[src/rtl/ct_biu_lpmd_gate_ctrl.sv]
// ---------------------------------------------------------------------------
// ct_biu_lpmd_gate_ctrl
//   Clock-enable and low-power-mode controller for the BIU gated channels.
//   Each channel's local clock enable is stretched by a programmable hold-off.
//   An idle counter produces biu_yy_xx_no_op. A req/ack drain handshake with
//   CP0 moves the block into low-power mode, where only always-on channels
//   keep their clocks.
//
// Ports
//   forever_coreclk     in   ungated core clock; every flop uses its rising edge
//   cpurst              in   synchronous reset, active-high
//   cp0_biu_icg_en      in   1 = gating allowed, 0 = every ch_gate_en forced to 1
//   pad_yy_icg_scan_en  in   scan mode: every ch_gate_en forced to 1
//   cp0_biu_hold_cnt    in   hold-off cycles loaded whenever a local enable is seen
//   cp0_biu_idle_thresh in   idle cycles required before no_op asserts
//   cp0_biu_lpmd_req    in   level request for low-power entry
//   ch_clk_en           in   raw per-channel local clock enables
//   ch_busy             in   per-channel outstanding-transaction flags
//   ch_gate_en          out  gated_clk_cell local_en, combinational
//   biu_yy_xx_no_op     out  registered: BIU idle for at least the threshold
//   biu_cp0_lpmd_ack    out  registered: low-power mode entered
//   biu_lpmd_block      out  registered: channels must not accept new requests
// ---------------------------------------------------------------------------

// Per-channel hold-off counter and gate-enable term.
module ct_biu_lpmd_hold_lane #(
    parameter int HOLD_W = 4,
    parameter bit AON    = 1'b0
) (
    input  logic              clk,
    input  logic              rst,
    input  logic              clk_en,
    input  logic [HOLD_W-1:0] hold_ld,
    input  logic              force_en,
    input  logic              lp_off,
    output logic              gate_en,
    output logic              hold_pend
);
    logic [HOLD_W-1:0] hold_cnt_q, hold_cnt_d;
    logic              hold_nz;

    assign hold_nz = |hold_cnt_q;

    always_comb begin
        hold_cnt_d = hold_cnt_q;
        if (clk_en)
            hold_cnt_d = hold_ld;
        else if (hold_nz)
            hold_cnt_d = hold_cnt_q - HOLD_W'(1);
    end

    always_ff @(posedge clk) begin
        if (rst) hold_cnt_q <= '0;
        else     hold_cnt_q <= hold_cnt_d;
    end

    // Always-on channels ignore LP suppression and never hold up the drain.
    assign gate_en   = force_en | ((~lp_off | AON) & (clk_en | hold_nz));
    assign hold_pend = hold_nz & ~AON;
endmodule

module ct_biu_lpmd_gate_ctrl #(
    parameter int                NUM_CH   = 12,
    parameter int                HOLD_W   = 4,
    parameter int                IDLE_W   = 6,
    parameter logic [NUM_CH-1:0] AON_MASK = 12'h800
) (
    input  logic              forever_coreclk,
    input  logic              cpurst,
    input  logic              cp0_biu_icg_en,
    input  logic              pad_yy_icg_scan_en,
    input  logic [HOLD_W-1:0] cp0_biu_hold_cnt,
    input  logic [IDLE_W-1:0] cp0_biu_idle_thresh,
    input  logic              cp0_biu_lpmd_req,
    input  logic [NUM_CH-1:0] ch_clk_en,
    input  logic [NUM_CH-1:0] ch_busy,
    output logic [NUM_CH-1:0] ch_gate_en,
    output logic              biu_yy_xx_no_op,
    output logic              biu_cp0_lpmd_ack,
    output logic              biu_lpmd_block
);
    typedef enum logic [1:0] {
        ST_RUN   = 2'd0,
        ST_DRAIN = 2'd1,
        ST_LP    = 2'd2,
        ST_WAKE  = 2'd3
    } state_e;

    state_e            state_q, state_d;
    logic [IDLE_W-1:0] idle_cnt_q, idle_cnt_d;
    logic              no_op_q, no_op_d;
    logic              ack_q, ack_d;
    logic              block_q, block_d;

    logic              any_busy;
    logic              force_en;
    logic              lp_off;
    logic [NUM_CH-1:0] hold_pend;
    logic              drain_ok;

    assign any_busy = |ch_busy;
    // WAKE opens every clock for one cycle so channels can resynchronise.
    assign force_en = pad_yy_icg_scan_en | ~cp0_biu_icg_en | (state_q == ST_WAKE);
    assign lp_off   = (state_q == ST_LP);
    assign drain_ok = ~any_busy & ~(|hold_pend);

    for (genvar i = 0; i < NUM_CH; i++) begin : g_lane
        ct_biu_lpmd_hold_lane #(
            .HOLD_W (HOLD_W),
            .AON    (AON_MASK[i])
        ) u_lane (
            .clk       (forever_coreclk),
            .rst       (cpurst),
            .clk_en    (ch_clk_en[i]),
            .hold_ld   (cp0_biu_hold_cnt),
            .force_en  (force_en),
            .lp_off    (lp_off),
            .gate_en   (ch_gate_en[i]),
            .hold_pend (hold_pend[i])
        );
    end

    // Idle counter saturates at the threshold; if the threshold is lowered
    // below the current count the count is kept and the >= compare stays true.
    always_comb begin
        idle_cnt_d = idle_cnt_q;
        if (any_busy)
            idle_cnt_d = '0;
        else if (idle_cnt_q < cp0_biu_idle_thresh)
            idle_cnt_d = idle_cnt_q + IDLE_W'(1);
        no_op_d = ~any_busy & (idle_cnt_q >= cp0_biu_idle_thresh);
    end

    always_comb begin
        state_d = state_q;
        case (state_q)
            ST_RUN:   if (cp0_biu_lpmd_req) state_d = ST_DRAIN;
            ST_DRAIN: begin
                if (!cp0_biu_lpmd_req) state_d = ST_RUN;
                else if (drain_ok)     state_d = ST_LP;
            end
            ST_LP:    if (!cp0_biu_lpmd_req) state_d = ST_WAKE;
            default:  state_d = ST_RUN;
        endcase
        // Handshake outputs follow the next state so they line up with it.
        ack_d   = (state_d == ST_LP);
        block_d = (state_d == ST_DRAIN) || (state_d == ST_LP);
    end

    always_ff @(posedge forever_coreclk) begin
        if (cpurst) begin
            state_q    <= ST_RUN;
            idle_cnt_q <= '0;
            no_op_q    <= 1'b0;
            ack_q      <= 1'b0;
            block_q    <= 1'b0;
        end else begin
            state_q    <= state_d;
            idle_cnt_q <= idle_cnt_d;
            no_op_q    <= no_op_d;
            ack_q      <= ack_d;
            block_q    <= block_d;
        end
    end

    assign biu_yy_xx_no_op  = no_op_q;
    assign biu_cp0_lpmd_ack = ack_q;
    assign biu_lpmd_block   = block_q;
endmodule

[config.mk]
export PLATFORM = sky130hd
export DESIGN_NAME = ct_biu_lpmd_gate_ctrl
export DESIGN_NICKNAME = d
export VERILOG_FILES = /design/src/rtl/ct_biu_lpmd_gate_ctrl.sv
export SDC_FILE = /design/constraint.sdc
export NUM_CORES = 1
export LEC_CHECK = 0
export ABC_AREA = 1
export BUFFER_PORTS_ARGS = -buffer_cell sky130_fd_sc_hd__buf_4
export CORE_MARGIN = 5
export CORE_UTILIZATION = 25
export DETAILED_ROUTE_END_ITERATION = 12
export GPL_TIMING_DRIVEN = 0
export PLACE_DENSITY = 0.49
export SLEW_MARGIN = 20
export SYNTH_ARGS = -nofsm -noshare
export SYNTH_HDL_FRONTEND = slang
export SYNTH_SLANG_ARGS = --single-unit
[constraint.sdc]
create_clock -name forever_coreclk -period 1.85 [get_ports forever_coreclk]
set_clock_uncertainty 0.2 [all_clocks]
set_input_delay 0.37 -clock forever_coreclk [delete_from_list [all_inputs] [get_ports forever_coreclk]]
set_output_delay 0.37 -clock forever_coreclk [all_outputs]
set_load 0.01 [all_outputs]
==> metrics.csv <==
metric,value,unit
run status,"finished, violations left",
failing checks,negative setup slack,
Synth area leader,dfxtp_1,
initial drt markers,149,
Initial Util,25.4,%
hold path cells,3,
TritonCTS clock tree,done,
smallest hold slack,0.149,ns
Post-Syn Nets,585,
diodes inserted,0,
Worst Reg-to-Reg Cells,11,
"FF+latch count, synth",59,
top-area cell type share of the netlist area,32.1,%
CTS H-tree lvls,3,
crit start category,flip-flop,
Sw Share,32.0,%
clock tree sinks,59,
largest net degree at the start of global routing,11,
most common cell in the netlist,a21oi_1,
clock-pin slew on the worst setup and hold paths,0.05,ns
Max VDD drop,0.000452,V
Slew HR,50.4,%
Clock power frac,34.9,%
GR Overflow Total,0,
post-route ant nets,0,
PwrDens,863,nW/um^2
RSZ-0062 raised after global routing,true,
routability cong.,0.785,
critical setup path kind,reg -> out,
Critical Path Start,state_q[0],
Syn Inst Count,514,
Netlist cell types,34,
layout cells sized above 1,40.0,%
Sequential Power Share,34.4,%
Die Y,131,microns
GRT Total Usage,12.3,%
cts bufs inserted,9,
"Async S/R FF share, synth",0,%
Chip Width,131,microns
min Tclk post-route,1.97,ns
clock latency on the worst-skew pair,0.33,ns
fin crit share,106,%
Min-Delay Startpoint,ch_clk_en[10],
Hold Path Class,in -> reg,
pins over their slew limit,0,
critical-path maximum fanout,5,
Die ar.,17300,sq um
Avg Inst Size Synth,7.17,sq um
Final Hold Vio Count,0,
routed wire length,10800,microns
Core ar.,14500,sq um
warnings from Yosys,0,
final setup fails,12,
HPWL Detailed,7180,microns
# IOs,54,
drt first pass iters,4,
CP endpoint kind,output port,
critical path data required time,1.28,ns
R2R Path Start,g_lane[8].u_lane.hold_cnt_q[1],
Int Power,3.04,mW
Psw,1.43,mW
number of global-route vias before repair,3559,
Gate power share,30.7,%
slew of the pin with the lowest slew margin,0.743,ns
sequential area share after synthesis,32.1,%
Crit path arrival time,1.40,ns
via count,3686,
port bufs,52,
Leak Pwr,2.29,nW
ys flop type,dfxtp_1,
row count,44,
drc violations,0,
nets,671,
Mapped Area,3680,sq um
global-route wire length before repair,17400,microns
Post-synth top cells,"a21oi_1, dfxtp_1, inv_1, o21ai_0, nor2_1",
Final WS setup,-0.119,ns
drt wl/cell,13.7,microns
Max-cap violations,0,
Post-synth EDFFs,0,
"top cells by area, synth","dfxtp_1, ha_1, a21oi_1, o21ai_0, inv_1",
Max Freq,508,MHz
Vias/cell,4.67,
Bufs on Longest Clock Path,2,
area delta synth->final,40.4,%
setup TNS,-1.09,ns
initial antenna violation count,0,
root buffer cell,clkbuf_16,
[layout make-up]
| type | instances | area (sq um) |
|---|---|---|
| multi-input combinational | 342 | 2340 |
| inverter | 90 | 338 |
| tap | 184 | 230 |
| buffer | 11 | 77.6 |
| timing repair buffer | 87 | 712 |
| clock buffer | 14 | 264 |
| sequential | 59 | 1200 |
| clock inverter | 2 | 10.0 |
| fill | 1513 | 9310 |
[critical path, stage by stage (launching register included)]
cell	delay, ns
dfxtp_2	0.32
nand2_2	0.07
nand2_2	0.06
nor2_4	0.19
clkbuf_16	0.22
o21ai_4	0.07
buf_6	0.12
[logic make-up (layout without fill, tap and decap cells)]
logic type      Yosys count  count (layout)  share of synthesized area [%]
simple gates            151             151                           19.4
compound gates          144             144                           21.3
buf+inv                 113             204                           12.9
flops                    59              59                           32.1
fa+ha+maj                32              32                           10.9
xor+xnor                 15              15                           3.57
[per-stage QoR]
step                      instances  utilization, %  power, mW  worst slack [ns]  cell area, sq um
final                           789            35.7       4.46            -0.119              5170
after global routing            789            35.7       4.76            -0.171              5170
after CTS                       781            34.3       4.34            -0.155              4960
after detailed placement        750            29.7       2.55            -0.530              4300
after global placement          750            29.7       2.52            -0.536              4300
after floorplan                 514               -       2.26             0.209              3680
[power groups by stage]
stage | Sequential, mW | Combinational [mW] | Clock (mW)
6_report | 1.53 | 1.37 | 1.56
5_1_grt | 1.55 | 1.55 | 1.66
4_1_cts | 1.52 | 1.22 | 1.60
3_5_place_dp | 1.54 | 1.02 | 0
3_3_place_gp | 1.53 | 0.985 | 0
2_1_floorplan | 1.52 | 0.740 | 0
[what timing repair did]
item | CTS | global route
buffers inserted | 26 | 11
hold buffers | 0 | 0
pin swaps | 19 | 19
cloned | 1 | 0
endpoints found under the setup margin | 13 | 21
gates resized for setup | 81 | 52
[path summary, 6_finish.rpt]
kind,endpoint,slack [ns]
worst max-delay path,ch_gate_en[1],-0.12
worst min-delay path,g_lane[10].u_lane.hold_cnt_q[3],0.15
worst max register to register,biu_lpmd_block,0.06
worst min register to register,idle_cnt_q[0],0.31
[routing by layer]
metal  track usage [%]  part of all wire (%)
met5                 0                     0
met4              5.77                   3.2
met3              2.68                   4.8
met2              20.0                    46
met1              15.5                    45
[layout by cell type, fill, tap and decap left out, types with 9 or more instances in the layout]
master and count:
a21oi_1 66, nor3_1 9, buf_6 11, nor2_1 44
inv_1 30, ha_1 20, dfxtp_2 13, nand4_1 9
buf_4 75, nand2_1 31, dfxtp_1 46, clkbuf_16 11
ha_4 9, nand3_1 23, xor2_1 14, o211ai_1 10
inv_2 60, o21ai_0 42
[state kept, by name, indices dropped and copies added, names as in the netlist]
| register | count |
|---|---|
| g_lane.u_lane.hold_cnt_q | 48 |
| idle_cnt_q | 6 |
| state_q | 2 |
| biu_cp0_lpmd_ack | 1 |
| biu_lpmd_block | 1 |
| biu_yy_xx_no_op | 1 |
(Power assumes the default switching activity.)
